[src/rtl/pillow_scheduler_if.sv]
// Bus between the pillow scheduler and the renderer / collision side of the dodge game.
// The scheduler owns the row buses, so it sits on the master modport.
interface pillow_scheduler_if #(
  parameter int NUM_LANES = 9
);
  logic                     frame_tick;
  logic                     start;
  logic                     fail;
  logic [NUM_LANES*11-1:0]  begin_row;
  logic [NUM_LANES*11-1:0]  end_row;
  logic [NUM_LANES-1:0]     lane_active;
  logic                     gameover;
  logic [1:0]               state;
  logic [15:0]              score;
  logic [2:0]               level;

  modport master (
    input  frame_tick, start, fail,
    output begin_row, end_row, lane_active, gameover, state, score, level
  );

  modport slave (
    output frame_tick, start, fail,
    input  begin_row, end_row, lane_active, gameover, state, score, level
  );
endinterface

[src/rtl/pillow_scheduler.sv]
// Run/freeze/over sequencer for the falling pillows: staggered lane spawns,
// per-frame row advance, retirement into score, level-based speed-up.
//
// state  | meaning
// IDLE   | waiting for first start press
// RUN    | pillows spawn and fall on each frame tick
// FREEZE | collision seen, picture held for FREEZE_FRAMES ticks
// OVER   | game over, waiting for start press to replay
module pillow_scheduler #(
  parameter int NUM_LANES     = 9,
  parameter int OBJ_H         = 80,
  parameter int SCREEN_H      = 480,
  parameter int SPAWN_GAP     = 30,
  parameter int FREEZE_FRAMES = 120
) (
  input  logic                VGA_CLK,
  input  logic                resetn,
  pillow_scheduler_if.master  bus
);
  localparam int PW = (NUM_LANES > 1) ? $clog2(NUM_LANES) : 1;
  localparam int SW = (SPAWN_GAP > 1) ? $clog2(SPAWN_GAP) : 1;
  localparam int FW = $clog2(FREEZE_FRAMES + 1);
  localparam int RW = $clog2(NUM_LANES + 1);

  typedef enum logic [1:0] {IDLE = 2'd0, RUN = 2'd1, FREEZE = 2'd2, OVER = 2'd3} state_t;

  state_t               state_q, state_d;
  logic                 start_q;
  logic [10:0]          row_q [NUM_LANES];
  logic [10:0]          row_d [NUM_LANES];
  logic [10:0]          end_q [NUM_LANES];
  logic [NUM_LANES-1:0] act_q, act_d;
  logic [15:0]          score_q, score_d;
  logic [PW-1:0]        ptr_q, ptr_d;
  logic [SW-1:0]        scnt_q, scnt_d;
  logic [FW-1:0]        fcnt_q, fcnt_d;
  logic                 gameover_q;
  logic                 start_rise, spawn_hit;
  logic [2:0]           level_w;
  logic [10:0]          adv;
  logic [RW-1:0]        retired;
  logic [16:0]          score_sum;

  assign start_rise = bus.start & ~start_q;
  assign level_w    = (score_q[15:3] >= 13'd7) ? 3'd7 : score_q[5:3];

  always_comb begin
    state_d   = state_q;
    row_d     = row_q;
    act_d     = act_q;
    score_d   = score_q;
    ptr_d     = ptr_q;
    scnt_d    = scnt_q;
    fcnt_d    = fcnt_q;
    spawn_hit = 1'b0;
    adv       = '0;
    retired   = '0;
    score_sum = '0;
    case (state_q)
      IDLE, OVER: begin
        if (start_rise) begin
          state_d = RUN;
          for (int i = 0; i < NUM_LANES; i++) row_d[i] = '0;
          act_d   = '0;
          score_d = '0;
          ptr_d   = '0;
          fcnt_d  = '0;
          scnt_d  = SW'(SPAWN_GAP - 1);
        end
      end
      RUN: begin
        if (bus.fail) begin
          state_d = FREEZE;
          fcnt_d  = '0;
        end else if (bus.frame_tick) begin
          spawn_hit = (scnt_q == SW'(SPAWN_GAP - 1));
          if (spawn_hit) begin
            scnt_d = '0;
            ptr_d  = (ptr_q == PW'(NUM_LANES - 1)) ? '0 : ptr_q + PW'(1);
          end else begin
            scnt_d = scnt_q + SW'(1);
          end
          // Speed uses the level from before this tick's retirements.
          for (int i = 0; i < NUM_LANES; i++) begin
            if (act_q[i]) begin
              adv = row_q[i] + {8'd0, level_w} + 11'd1 + 11'(i % 3);
              if (adv >= 11'(SCREEN_H)) begin
                act_d[i] = 1'b0;
                row_d[i] = '0;
                retired  = retired + RW'(1);
              end else begin
                row_d[i] = adv;
              end
            end
          end
          if (spawn_hit && !act_q[ptr_q]) begin
            act_d[ptr_q] = 1'b1;
            row_d[ptr_q] = '0;
          end
          score_sum = {1'b0, score_q} + 17'(retired);
          score_d   = score_sum[16] ? 16'hFFFF : score_sum[15:0];
        end
      end
      FREEZE: begin
        if (bus.frame_tick) begin
          fcnt_d = fcnt_q + FW'(1);
          if (fcnt_q == FW'(FREEZE_FRAMES - 1)) state_d = OVER;
        end
      end
      default: state_d = IDLE;
    endcase
  end

  always_ff @(posedge VGA_CLK or negedge resetn) begin
    if (!resetn) begin
      state_q    <= IDLE;
      start_q    <= 1'b0;
      act_q      <= '0;
      score_q    <= '0;
      ptr_q      <= '0;
      scnt_q     <= SW'(SPAWN_GAP - 1);
      fcnt_q     <= '0;
      gameover_q <= 1'b0;
      for (int i = 0; i < NUM_LANES; i++) begin
        row_q[i] <= '0;
        end_q[i] <= 11'(OBJ_H);
      end
    end else begin
      state_q    <= state_d;
      start_q    <= bus.start;
      act_q      <= act_d;
      score_q    <= score_d;
      ptr_q      <= ptr_d;
      scnt_q     <= scnt_d;
      fcnt_q     <= fcnt_d;
      gameover_q <= (state_d == FREEZE) || (state_d == OVER);
      for (int i = 0; i < NUM_LANES; i++) begin
        row_q[i] <= row_d[i];
        end_q[i] <= row_d[i] + 11'(OBJ_H);
      end
    end
  end

  for (genvar g = 0; g < NUM_LANES; g++) begin : g_lane
    assign bus.begin_row[11*g +: 11] = row_q[g];
    assign bus.end_row[11*g +: 11]   = end_q[g];
  end

  assign bus.lane_active = act_q;
  assign bus.gameover    = gameover_q;
  assign bus.state       = state_q;
  assign bus.score       = score_q;
  assign bus.level       = level_w;
endmodule
[src/flat_wrapper.sv]
// flat-port wrapper written by rule: the top's interface ports become plain ports
module pillow_scheduler_flat 
#(
  parameter int NUM_LANES     = 9,
  parameter int OBJ_H         = 80,
  parameter int SCREEN_H      = 480,
  parameter int SPAWN_GAP     = 30,
  parameter int FREEZE_FRAMES = 120
)
  (VGA_CLK, resetn, bus_frame_tick, bus_start, bus_fail, bus_begin_row, bus_end_row, bus_lane_active, bus_gameover, bus_state, bus_score, bus_level);
  pillow_scheduler_if #(.NUM_LANES(NUM_LANES)) bus_i ();
  input  logic VGA_CLK;
  input  logic resetn;
  input wire logic [$bits(bus_i.frame_tick)-1:0] bus_frame_tick;
  input wire logic [$bits(bus_i.start)-1:0] bus_start;
  input wire logic [$bits(bus_i.fail)-1:0] bus_fail;
  output wire logic [$bits(bus_i.begin_row)-1:0] bus_begin_row;
  output wire logic [$bits(bus_i.end_row)-1:0] bus_end_row;
  output wire logic [$bits(bus_i.lane_active)-1:0] bus_lane_active;
  output wire logic [$bits(bus_i.gameover)-1:0] bus_gameover;
  output wire logic [$bits(bus_i.state)-1:0] bus_state;
  output wire logic [$bits(bus_i.score)-1:0] bus_score;
  output wire logic [$bits(bus_i.level)-1:0] bus_level;
  assign bus_i.frame_tick = bus_frame_tick;
  assign bus_i.start = bus_start;
  assign bus_i.fail = bus_fail;
  assign bus_begin_row = bus_i.begin_row;
  assign bus_end_row = bus_i.end_row;
  assign bus_lane_active = bus_i.lane_active;
  assign bus_gameover = bus_i.gameover;
  assign bus_state = bus_i.state;
  assign bus_score = bus_i.score;
  assign bus_level = bus_i.level;
  pillow_scheduler #(.NUM_LANES(NUM_LANES), .OBJ_H(OBJ_H), .SCREEN_H(SCREEN_H), .SPAWN_GAP(SPAWN_GAP), .FREEZE_FRAMES(FREEZE_FRAMES)) u_core (.VGA_CLK(VGA_CLK), .resetn(resetn), .bus(bus_i));
endmodule
[config.mk]
export PLATFORM = sky130hd
export DESIGN_NAME = pillow_scheduler_flat
export DESIGN_NICKNAME = d
export VERILOG_FILES = /design/src/rtl/pillow_scheduler_if.sv /design/src/rtl/pillow_scheduler.sv /design/src/flat_wrapper.sv
export SDC_FILE = /design/constraint.sdc
export NUM_CORES = 1
export LEC_CHECK = 0
export ABC_AREA = 0
export CORE_ASPECT_RATIO = 1.4
export CORE_MARGIN = 2
export CORE_UTILIZATION = 49
export CTS_CLUSTER_DIAMETER = 80
export DETAILED_ROUTE_END_ITERATION = 10
export GPL_ROUTABILITY_DRIVEN = 0
export PLACE_DENSITY = 0.85
export REMOVE_ABC_BUFFERS = 1
export SLEW_MARGIN = 40
export SYNTH_ARGS = -nofsm -noshare
export SYNTH_HDL_FRONTEND = slang
export SYNTH_SLANG_ARGS = --single-unit
[constraint.sdc]
create_clock -name VGA_CLK -period 10.3 [get_ports VGA_CLK]
set_clock_uncertainty 0.15 [all_clocks]
set_input_delay 2.06 -clock VGA_CLK [delete_from_list [all_inputs] [get_ports VGA_CLK]]
set_output_delay 2.06 -clock VGA_CLK [all_outputs]
set_load 0.1 [all_outputs]
==> summary by stage <==
Timing
Adding up every negative setup slack in the final design gives 0 ps. For the finished layout, the period the worst path requires is 9980 ps. The highest clock frequency the design can meet is 0.100 GHz. Setup violations remaining at the end of the flow were counted as 0.

The relative slew slack is 43.6%. The max-slew violation count is 0. At the pin with the least slew margin, the transition time is 845 ps. The part of the cycle the worst path needs is 96.9%.

The final count of hold timing violations is 0.

Synthesis
The async set-or-reset flop fraction in the synthesized netlist is 100%. The instance count of the mapped netlist is 1474. The count of unique library cells instantiated by Yosys is 87. The most used flip-flop cell after synthesis is sky130_fd_sc_hd__dfrtp_1. The netlist area before placement is 13400 um^2.

Yosys instantiated no cell more often than sky130_fd_sc_hd__dfrtp_1. The total of warnings raised by yosys is 0. The commonest cells after synthesis are sky130_fd_sc_hd__dfrtp_1, sky130_fd_sc_hd__nand2_1, sky130_fd_sc_hd__o21ai_0. Ranked by total cell area, the synthesized netlist is headed by sky130_fd_sc_hd__dfrtp_1, sky130_fd_sc_hd__ha_1, sky130_fd_sc_hd__o21ai_0, sky130_fd_sc_hd__dfstp_2, sky130_fd_sc_hd__nand2_1. The synthesized flop and latch total is 207.

The area share of the largest cell type after synthesis is 34.5%. The post-synthesis cell type with the largest combined area is sky130_fd_sc_hd__dfrtp_1. The number of synthesized flops with an enable pin is 0.

Sequential cells were found to cover 38.8% of the synthesized design area. The per-instance average area after synthesis is 9.10 um^2.

Worst hold path
The startpoint identified for the worst hold timing path is u_core.scnt_q[4]$_DFFE_PN1P_. In this run the worst hold path is classified as flop to flop.

Clocking
In this run the number of H-tree levels came out at 1. The clock root buffer master is sky130_fd_sc_hd__clkbuf_16. The clock latency of the later-clocked register in the worst-skew pair is 520 ps. In this run, CTS created clock tree buffers numbering 22. The register clock-pin slew on the reported worst setup and hold paths is 60 ps. No sink is reached through more buffers than the 3 on the longest clock path.

The CTS tree is done. The number of buffers inserted by hold repair at cts is 0. The number of clock sinks seen by CTS is 207.

Flow run
The number of violations of the max-capacitance limit is 0.

Power and ir drop
The share of total power dissipated in sequential elements is 35.8%. The share of total power in combinational logic is 30.2%. The reported net switching power is 0.961 mW. The maximum vdd ir drop is 113 uV. The internal portion of the total power is 1.52 mW. The cell area power density is 157 nW/um^2.

The relative contribution of the clock network to total power is 34.0%. For this design the static power due to leakage is 7.73 nW. The share of total power consumed by net switching is 38.7%.

Die
The core region is 26900 um^2. For this configuration, the core starts out at a cell density of 49.8%. The floorplan has 71 rows. The die is 200 um tall. The die boundary width is 144 um.

For this design the top-level I/O count stands at 234. The die covers 28700 um^2.

Final layout
The repair_antennas step left the layout with diodes totalling 0. The layout has 2297 filler cells. Cells fill 58.8% of the core in the end. The layout net count is 1757. Cells with a size suffix above 1 make up 23.1% of the layout. The area growth from synthesis to layout is 18.0%.

Worst setup path
The data required time of the critical path is 10540 ps. The worst reg-to-reg setup slack is 320 ps. The kind of start point of the critical path is a flop.

The slowest stage of the critical path is the sky130_fd_sc_hd__dfrtp_2 cell. The critical path start-end classification is flop to flop. The launch point of the worst reg-to-reg path is u_core.bus.score[6]$_DFFE_PN0P_. At the worst endpoint, the arrival time is 10230 ps. The cell with the most instances on the worst path is sky130_fd_sc_hd__ha_1. The worst setup path is captured at a flop. The critical path starts at u_core.bus.score[6]$_DFFE_PN0P_.

The largest fanout on the critical path is 6. The largest single stage delay on the critical path is 440 ps.

Global route
The number of global-route vias before repair is 12200. The largest net degree at the start of global routing is 101. The total overflow left after global routing is 0. The first global-routing pass estimated 62.1 mm of wire. The global-route usage over all layers is 27.0%.

The number of antenna violations at the first check in global routing is 0.

Routing
The average detailed-routed wire length per instance is 19.3 um. After the first detailed-routing iteration, the DRC count stood at 917. The total DRC errors in the routed layout is 0.

The routed layout has 12500 vias. The total detailed-routing wirelength is 39.8 mm. The detailed-route vias per instance is 6.09. The number of nets still failing antenna checks after routing is 0.

The first-pass iteration count of the detailed router is 5.

Place
After legalization and detailed placement, the total HPWL measured 28.7 mm. During placement, the flow inserted port buffers numbering 233.

Run status
The flow ran to the end, and the final reports show no timing, DRC or antenna violations.
-- critical path: cells and delay by family, from the launching register on --
kind | cells | cell delay [ps]
adder cells (fa/ha/maj) | 7 | 2010
AND/OR/NAND/NOR | 17 | 3040
AO/OA/AOI/OAI | 16 | 2530
multiplexers | 3 | 600
flip-flops | 1 | 440
XOR/XNOR | 2 | 400
buffers and inverters | 5 | 730
-- metrics by stage --
step	worst slack [ps]	hold WS, ps	std cells	cell area (um^2)	total power, mW
floorplan	-670	337	1384	12900	1.34
global placement	304	351	2009	16000	1.61
detailed placement	-112	374	2009	14800	1.62
CTS	29.0	383	2049	15600	2.47
global route	-163	402	2060	15800	2.58
finish	318	385	2060	15800	2.48
-- cells in the final DEF, fill, tap and decap left out, types with 7 or more instances in the layout --
cell and n:
sky130_fd_sc_hd__dfrtp_1 181, sky130_fd_sc_hd__nor2_1 79, sky130_fd_sc_hd__nor4_1 7, sky130_fd_sc_hd__inv_1 67, sky130_fd_sc_hd__o21ai_1 10, sky130_fd_sc_hd__clkbuf_16 23
sky130_fd_sc_hd__ha_1 61, sky130_fd_sc_hd__nor2b_1 24, sky130_fd_sc_hd__and2_1 38, sky130_fd_sc_hd__dfstp_2 22, sky130_fd_sc_hd__o211ai_1 9, sky130_fd_sc_hd__o22ai_1 12
sky130_fd_sc_hd__or3_1 15, sky130_fd_sc_hd__fa_1 9, sky130_fd_sc_hd__nand3_1 44, sky130_fd_sc_hd__nor3_1 22, sky130_fd_sc_hd__o21ai_0 143, sky130_fd_sc_hd__a21o_1 21
sky130_fd_sc_hd__buf_2 229, sky130_fd_sc_hd__buf_4 35, sky130_fd_sc_hd__xnor2_1 41, sky130_fd_sc_hd__and3_1 18, sky130_fd_sc_hd__nand2_1 148, sky130_fd_sc_hd__o2111ai_1 8
sky130_fd_sc_hd__nand2b_1 16, sky130_fd_sc_hd__a21oi_1 87, sky130_fd_sc_hd__o21a_1 11, sky130_fd_sc_hd__nand4_1 16, sky130_fd_sc_hd__xor2_1 34, sky130_fd_sc_hd__nand3b_1 8
sky130_fd_sc_hd__a31oi_1 10, sky130_fd_sc_hd__a22oi_1 10, sky130_fd_sc_hd__a22o_1 44, sky130_fd_sc_hd__o31ai_1 19
-- timing repair --
action / CTS / global route
setup buffers: 0 / 9
gates cloned: 0 / 1
setup endpoints to repair: 11 / 16
pin swaps: 0 / 10
resized for setup: 2 / 26
-- area by class of cell --
cell class	instances	area, um^2	share of cell area (%)
multi-input combinational	1110	7640	48.3
clock inverter	9	130	0.822
inverter	68	258	1.63
timing repair buffer	270	1490	9.43
clock buffer	31	636	4.02
sequential	207	5210	32.9
tap	365	457	2.88
-- kinds of logic after synthesis --
| family | Yosys count | synth area share, % |
|---|---|---|
| mux | 13 | 1.15 |
| simple gates | 482 | 18.2 |
| flops | 207 | 38.8 |
| fa+ha+maj | 73 | 7.37 |
| buf+inv | 158 | 5.50 |
| xor+xnor | 84 | 6.29 |
| compound gates | 457 | 22.7 |
-- per-layer routing --
metal / global-route usage [%] / up-vias / share of wire [%]
met5: 0 / - / 0
met2: 47.4 / 650 / 50
li1: - / 5735 / -
met3: 4.48 / 175 / 7.7
met4: 14.8 / 0 / 5.7
met1: 31.3 / 5978 / 37
-- power by group through the flow --
stage	clock network, mW	registers, mW	logic, mW
4_1_cts	0.859	0.887	0.728
5_1_grt	0.888	0.893	0.800
6_report	0.844	0.890	0.751
3_5_place_dp	0	0.901	0.723
3_3_place_gp	0	0.899	0.710
2_1_floorplan	0	0.969	0.375
-- final timing paths --
path,endpoint,cells past startpoint
worst min register to register,u_core.scnt_q[4]$_DFFE_PN1P_,1
worst min-delay path,u_core.scnt_q[4]$_DFFE_PN1P_,1
min in group asynchronous,async pin,1
max in group asynchronous,u_core.bus.begin_row[41]$_DFF_PN0_,3
worst max-delay path,u_core.bus.score[6]$_DFFE_PN0P_,50
worst max register to register,u_core.bus.score[6]$_DFFE_PN0P_,50
Power figures use the tool's default switching activity.
